<file path="src/rtl/serial_adder.sv">
// rtl/serial_adder.sv - chunked multi-cycle adder with valid/ready handshake on both sides
// Define SERIAL_ADDER_SUB_EN to add the sub port (A + ~B + 1 when sub=1).
module serial_adder #(
   parameter int WIDTH = 8,
   parameter int CHUNK = 2
) (
   input  logic             clk,
   input  logic             rst,
   input  logic             in_valid,
   output logic             in_ready,
   input  logic [WIDTH-1:0] a,
   input  logic [WIDTH-1:0] b,
   input  logic             cin,
`ifdef SERIAL_ADDER_SUB_EN
   input  logic             sub,
`endif
   output logic             out_valid,
   input  logic             out_ready,
   output logic [WIDTH-1:0] sum,
   output logic             cout,
   output logic             ovf,
   output logic             busy
);
   localparam int NCHUNK = WIDTH / CHUNK;
   localparam int KW = (NCHUNK > 1) ? $clog2(NCHUNK) : 1;
   localparam logic [KW-1:0] K_LAST = KW'(NCHUNK - 1);

   localparam logic [1:0] IDLE = 2'd0;
   localparam logic [1:0] ADD  = 2'd1;
   localparam logic [1:0] DONE = 2'd2;

   logic [1:0]       state;
   logic [KW-1:0]    k;
   logic             carry;
   logic [WIDTH-1:0] a_q;
   logic [WIDTH-1:0] b_q;
   logic [WIDTH-1:0] sum_q;
   logic             cout_q;
   logic             ovf_q;

   logic [WIDTH-1:0] b_eff;
   logic             carry_eff;
   logic [31:0]      base;
   logic [CHUNK-1:0] a_slice;
   logic [CHUNK-1:0] b_slice;
   logic [CHUNK:0]   chunk_total;
   logic             ovf_next;

   // b_q holds the already-inverted operand when subtracting, so ADD never looks at sub
   always_comb begin
`ifdef SERIAL_ADDER_SUB_EN
      b_eff     = sub ? ~b : b;
      carry_eff = sub ? 1'b1 : cin;
`else
      b_eff     = b;
      carry_eff = cin;
`endif
   end

   assign base        = 32'(k) * 32'(CHUNK);
   assign a_slice     = CHUNK'(a_q >> base);
   assign b_slice     = CHUNK'(b_q >> base);
   assign chunk_total = {1'b0, a_slice} + {1'b0, b_slice} + {{CHUNK{1'b0}}, carry};

   // On the last chunk the slice MSB is sum[WIDTH-1]; a^b^s recovers the carry into that bit
   assign ovf_next = a_q[WIDTH-1] ^ b_q[WIDTH-1] ^ chunk_total[CHUNK-1] ^ chunk_total[CHUNK];

   always_ff @(posedge clk) begin
      if (rst) begin
         state  <= IDLE;
         k      <= '0;
         carry  <= 1'b0;
         sum_q  <= '0;
         cout_q <= 1'b0;
         ovf_q  <= 1'b0;
      end else begin
         case (state)
            IDLE: begin
               if (in_valid) begin
                  a_q    <= a;
                  b_q    <= b_eff;
                  k      <= '0;
                  carry  <= carry_eff;
                  sum_q  <= '0;
                  cout_q <= 1'b0;
                  ovf_q  <= 1'b0;
                  state  <= ADD;
               end
            end
            ADD: begin
               sum_q <= sum_q | (WIDTH'(chunk_total[CHUNK-1:0]) << base);
               carry <= chunk_total[CHUNK];
               if (k == K_LAST) begin
                  cout_q <= chunk_total[CHUNK];
                  ovf_q  <= ovf_next;
                  state  <= DONE;
               end else begin
                  k <= k + 1'b1;
               end
            end
            DONE: begin
               if (out_ready) state <= IDLE;
            end
            default: state <= IDLE;
         endcase
      end
   end

   assign in_ready  = (state == IDLE);
   assign out_valid = (state == DONE);
   assign busy      = (state == ADD) || (state == DONE);
   assign sum       = sum_q;
   assign cout      = cout_q;
   assign ovf       = ovf_q;

endmodule

</file>
<file path="config.mk">
export PLATFORM = sky130hd
export DESIGN_NAME = serial_adder
export DESIGN_NICKNAME = d
export VERILOG_FILES = /design/src/rtl/serial_adder.sv
export SDC_FILE = /design/constraint.sdc
export NUM_CORES = 1
export LEC_CHECK = 0
export ABC_AREA = 1
export BUFFER_PORTS_ARGS = -buffer_cell sky130_fd_sc_hd__clkbuf_2
export CAP_MARGIN = 20
export CORE_MARGIN = 8
export CORE_UTILIZATION = 51
export DETAILED_ROUTE_END_ITERATION = 10
export GPL_ROUTABILITY_DRIVEN = 0
export PLACE_DENSITY = 0.76
export SLEW_MARGIN = 10
export SYNTH_ARGS = -nofsm -noshare
export SYNTH_HDL_FRONTEND = slang
export SYNTH_SLANG_ARGS = --single-unit
</file>
<file path="constraint.sdc">
create_clock -name clk -period 3.25 [get_ports clk]
set_clock_uncertainty 0.15 [all_clocks]
set_input_delay 0.325 -clock clk [delete_from_list [all_inputs] [get_ports clk]]
set_output_delay 0.325 -clock clk [all_outputs]
set_load 0.01 [all_outputs]
</file>
# Word level (Yosys, flattened, before mapping)
# Cells that the tools add are included.
[op_classes] n_eq_ne=7 mux=16 n_mul=0 reduce_logical=8 addsub=3 div_mod_pow=0 n_shift=3 bitwise_logic=5 n_lt_le_gt_ge=0
[op_table] operator="$pmux 8 s2" count=1
[op_table] operator="$shr 8x3->2" count=2
[op_table] operator="$reduce_and 3->1" count=4
[op_table] operator="$mux 2" count=5
[op_table] operator="$mux 8" count=1
[op_table] operator="$or 8x8->8" count=1
[op_table] operator="$shl 2x3->8" count=1
[op_table] operator="$ne 2x2->1 const B" count=3
[op_table] operator="$pmux 1 s2" count=3
[op_table] operator="$pmux 2 s3" count=1
[op_table] operator="$eq 2x2->1 const B" count=2
[op_table] operator="$mux 1" count=4
[op_table] operator="$pmux 2 s2" count=1
[op_table] operator="$add 2x2->3" count=1
[op_table] operator="$add 3x1->3" count=1
[op_table] operator="$xor 1x1->1" count=3
[op_table] operator="$add 2x1->2 const B" count=1
[op_table] operator="$eq 2x1->1 const B" count=1
[op_table] operator="$logic_not 2->1" count=1
[op_table] operator="$ne 2x1->1 const B" count=1
[op_table] operator="$reduce_and 2->1" count=1
[op_table] operator="$reduce_bool 2->1" count=1
[op_table] operator="$logic_or 1x1->1" count=1
[op_table] operator="$not 1->1" count=1
[word_totals] register_bits=31 romBits=0 output_inout_bits=13 latchBits=0 ramBits=0 input_bits=21 word_cells=50 n_memories=0

# Longest topological paths before layout
[depth] depth_word=7 ltp_mapped=14 ltp_nobuf=13

# Worst setup path before layout
# Ideal clock, no wire load.
[synth_path] kind="flip-flop to flip-flop" startpoint="register k[1]" endpoint="register ovf_q (netlist: ovf)" setup_slack_ps=945 t_required_ps=3030 arrival_time_ps=2085 path_stages_with_launch=12 path_buffers=0 setup_time_ps=70 period_less_slack_ps=2305 cell_sequence="dfxtp_1 inv_1 o21ai_0 o22ai_1 fa_1 inv_1 fa_1 xnor2_1 nand2_1 nand2_1 nand2_1 a21oi_1"
[synth_via] elab_chain_len=7 word_cells_on_any_way=11 classes_between="2 x add/sub; 2 x eq/ne; 2 x shift; 2 x mux; 2 x bitwise; 1 x reduce/logical"
[synth_rtl] item="from (decl)" line_no="33" rtl="logic [KW-1:0] k;"
[synth_rtl] item="from (signal assigned)" line_no="98" rtl="k <= k + 1'b1;"
[synth_rtl] item="$shr 8x3->2, on equally long branches" line_no="61, 62"
[synth_rtl] item="$add 2x2->3" line_no="63" rtl="assign chunk_total = {1'b0, a_slice} + {1'b0, b_slice} + {{CHUNK{1'b0}}, carry};"
[synth_rtl] item="$add 3x1->3" line_no="63"
[synth_rtl] item="$xor 1x1->1 (2 in series)" line_no="66" rtl="assign ovf_next = a_q[WIDTH-1] ^ b_q[WIDTH-1] ^ chunk_total[CHUNK-1] ^ chunk_total[CHUNK];"
[synth_rtl] item="$mux 1" line_no="93" rtl="if (k == K_LAST) begin"
[synth_rtl] item="$pmux 1 s2" line_no="77" rtl="case (state)"
[synth_rtl] item="to (signal assigned)" line_no="95" rtl="ovf_q <= ovf_next;"
[synth_rtl] item="to (decl)" line_no="39" rtl="logic ovf_q;"
# Several ways; a longest one is shown, not always the timed one. The select of a mux whose other input is x is not followed.
# A chain may end at the register's enable or synchronous reset.

# Final worst setup path
[layout_path] startpoint="register k[0]" endpoint="register ovf_q (netlist: ovf)"
# The elaborated chain is that of the path after synthesis.

==> qor.yml <==
finalHoldViolCount: 0
setup_tns_ns: 0
synth_largest_area_cell: "edfxtp_1"
cts_tree: "yes"
cp_cell_sequence: "inv_1 -> o21ai_0 -> o22ai_1 -> fa_1 -> inv_1 -> fa_1 -> xnor2_1 -> nand2_1 -> nand2_1 -> nand2_1 -> a21oi_1"
synth-seq-cells: 31
cpMostUsedCell: "nand2_1"
yosys.cell_types.count: 23
final_antenna_net_count: 0
final_cell_mix: "clkbuf_2 (33), nand2_1 (29), nor2_1 (21), a21oi_1 (18), edfxtp_1 (16)"
cpLargestDelayFamily: "adder cells"
slowest_stage: "dfxtp_1"
clkTransAtPathRegs_ns: 0.09
setup_viol: 0
ir_drop_mv: 0.394
dr_wl_met2_um: 1420
crit_cells: 11
power_mw: 0.877
postSynthAreaPerCell_um2: 9.41
synth_top_area_share_pct: 34.8
yosys_warnings: 0
r2r_start: "k[0]"
post_drt_wl_per_cell_um: 12.5
grt_max_degree: 17
r2r_cells: 11
htree_levels: 2
drt_pass1_iterations: 4
hp-class: "in -> reg"
dr.first_iter.drc_count: 49
io-pin-count: 34
cap_violations: 0
slew_viol_final: 0
synth.area.top_cells: "edfxtp_1 (35%), dfxtp_1 (22%), nand2_1 (7.9%), a21oi_1 (6.5%), nor2_1 (5.7%)"
routed-via-count: 1080
max-slew-margin-rel_pct: 74.9
grt_pass1_vias: 1115
fin_crit_sh_pct: 85.0
dpl_cell_area_um2: 1590
period_needed_ns: 2.76
path_class: "reg -> reg"
maxClockFrequency_mhz: 362
netlist_area_um2: 1380
core_area_um2: 2660
powerDensity_nw_per_um2: 517
clk_path_buf_depth: 2
synthToLayoutAreaGrowth_pct: 22.8
critical_path.max_stage_delay_ns: 0.56
via_per_inst: 4.84
start_kind: "register"
worst_slew_pin_slew_ns: 0.377
synth_nets: 174
rsz0062_at_grt: "false"
grt_overflow: 0
critical_path.endpoint: "ovf"
clock_sinks: 31
grtUsageTotal_pct: 13.3
antenna_found_initial: 0
final_common_cell: "clkbuf_2"
cts_root_buffer: "clkbuf_4"
wirelength_um: 2790
place_hpwl_um: 2150
cp-startpoint: "k[0]"
cp.arrival_ns: 2.88
post_cts_resized: 0
rows: 19
leakage_nw: 0.752
chipWidth_um: 68.1
die_area_um2: 4630
crit_buf_inv: 2
wl_met3_um: 248
crit_path_end_kind: "register"
cp_data_required_time_ns: 3.37
highest_layer: "met4"
drive_above_1_share_pct: 25.5
clk-insertion-delay-late_ns: 0.32
status: "finished, final reports clean"
crit_path_max_fanout: 12
yosysSeqAreaShare_pct: 56.5
fin_area_um2: 1700
timing.rr.end: "ovf"
antennaDiodeCount: 0
nNetsFinal: 218
postSynthCellCount: 147
grt_first_pass_wirelength_um: 4660
cts_buffers: 5
port_buffers: 33
rrSetupSlack_ns: 0.49
die_h_um: 68.1
drc: 0
initial_core_util_pct: 51.9
wl_met1_um: 1080
cell families (layout without fill, tap and decap cells):
| kind of cell | Yosys count | count (layout) | share of synthesized area [%] |
|---|---|---|---|
| compound gates | 33 | 33 | 13.3 |
| xor+xnor | 1 | 1 | 0.634 |
| fa+ha+maj | 6 | 6 | 6.52 |
| buf+inv | 19 | 64 | 5.43 |
| flops | 31 | 31 | 56.5 |
| simple gates | 57 | 57 | 17.6 |
state kept, by name (all words and copies together) (netlist names):
signal and count:
a_q 8, b_q 8, carry 1, cout 1, k 2, ovf 1
state 2, sum 8
power by group:
group          leakage [nW]  switching, mW  internal, mW
registers             0.270         0.0142         0.437
logic                 0.450          0.120        0.0761
clock network        0.0319          0.127         0.103
total                 0.752          0.262         0.615
repair_timing:
action                                 4_1_cts  5_1_grt
buffers inserted                             0        0
endpoints found under the hold margin        0        5
hold buffers                                 0        5
metrics by stage:
step	setup slack [ns]	util, %	hold slack [ns]	instances
finish	0.487	63.8	0.0165	223
global route	0.293	63.8	-0.00157	223
CTS	0.457	61.9	0.00152	218
detailed placement	0.485	59.5	0.313	210
floorplan	0.945	-	0.244	147
global placement	0.654	59.5	0.305	210
synthesized netlist by cell type:
| master | n |
|---|---|
| edfxtp_1 | 16 |
| xnor2_1 | 1 |
| o21ai_2 | 1 |
| inv_2 | 1 |
| nand2_1 | 29 |
| buf_2 | 1 |
| o21ai_4 | 1 |
| dfxtp_1 | 15 |
| o22ai_1 | 2 |
| a31oi_1 | 1 |
| nor2_1 | 21 |
| nand3_1 | 1 |
| clkbuf_1 | 1 |
| o21ai_0 | 10 |
| nand4_1 | 1 |
| nor3_1 | 1 |
| nand2_2 | 1 |
| inv_4 | 1 |
| ha_1 | 4 |
| inv_1 | 15 |
| a21oi_1 | 18 |
| nor2_4 | 3 |
| fa_1 | 2 |
metal layers:
| layer | GRT usage [%] | up-vias |
|---|---|---|
| met5 | 0 | - |
| met4 | 5.88 | 0 |
| met3 | 5.89 | 4 |
| met2 | 22.7 | 36 |
| met1 | 13.9 | 466 |
| li1 | - | 574 |
cell type report:
type                       count  area (µm²)
clock buffer                   6        51.3
clock inverter                 2        11.3
sequential                    31         781
fill                         231         965
multi-input combinational     97         527
inverter                      17        66.3
tap                           31        38.8
timing repair buffer          39         223
worst min path at each step:
stage                start     end  slack, ns  cells past startpoint
floorplan              rst    k[0]       0.24                      1
global placement    sum[2]  sum[2]       0.30                      2
detailed placement     ovf     ovf       0.31                      2
CTS                   b[2]  b_q[2]      0.002                      1
global route          b[7]  b_q[7]     -0.002                      1
finish                b[6]  b_q[6]       0.02                      1
(Power assumes the default switching activity.)
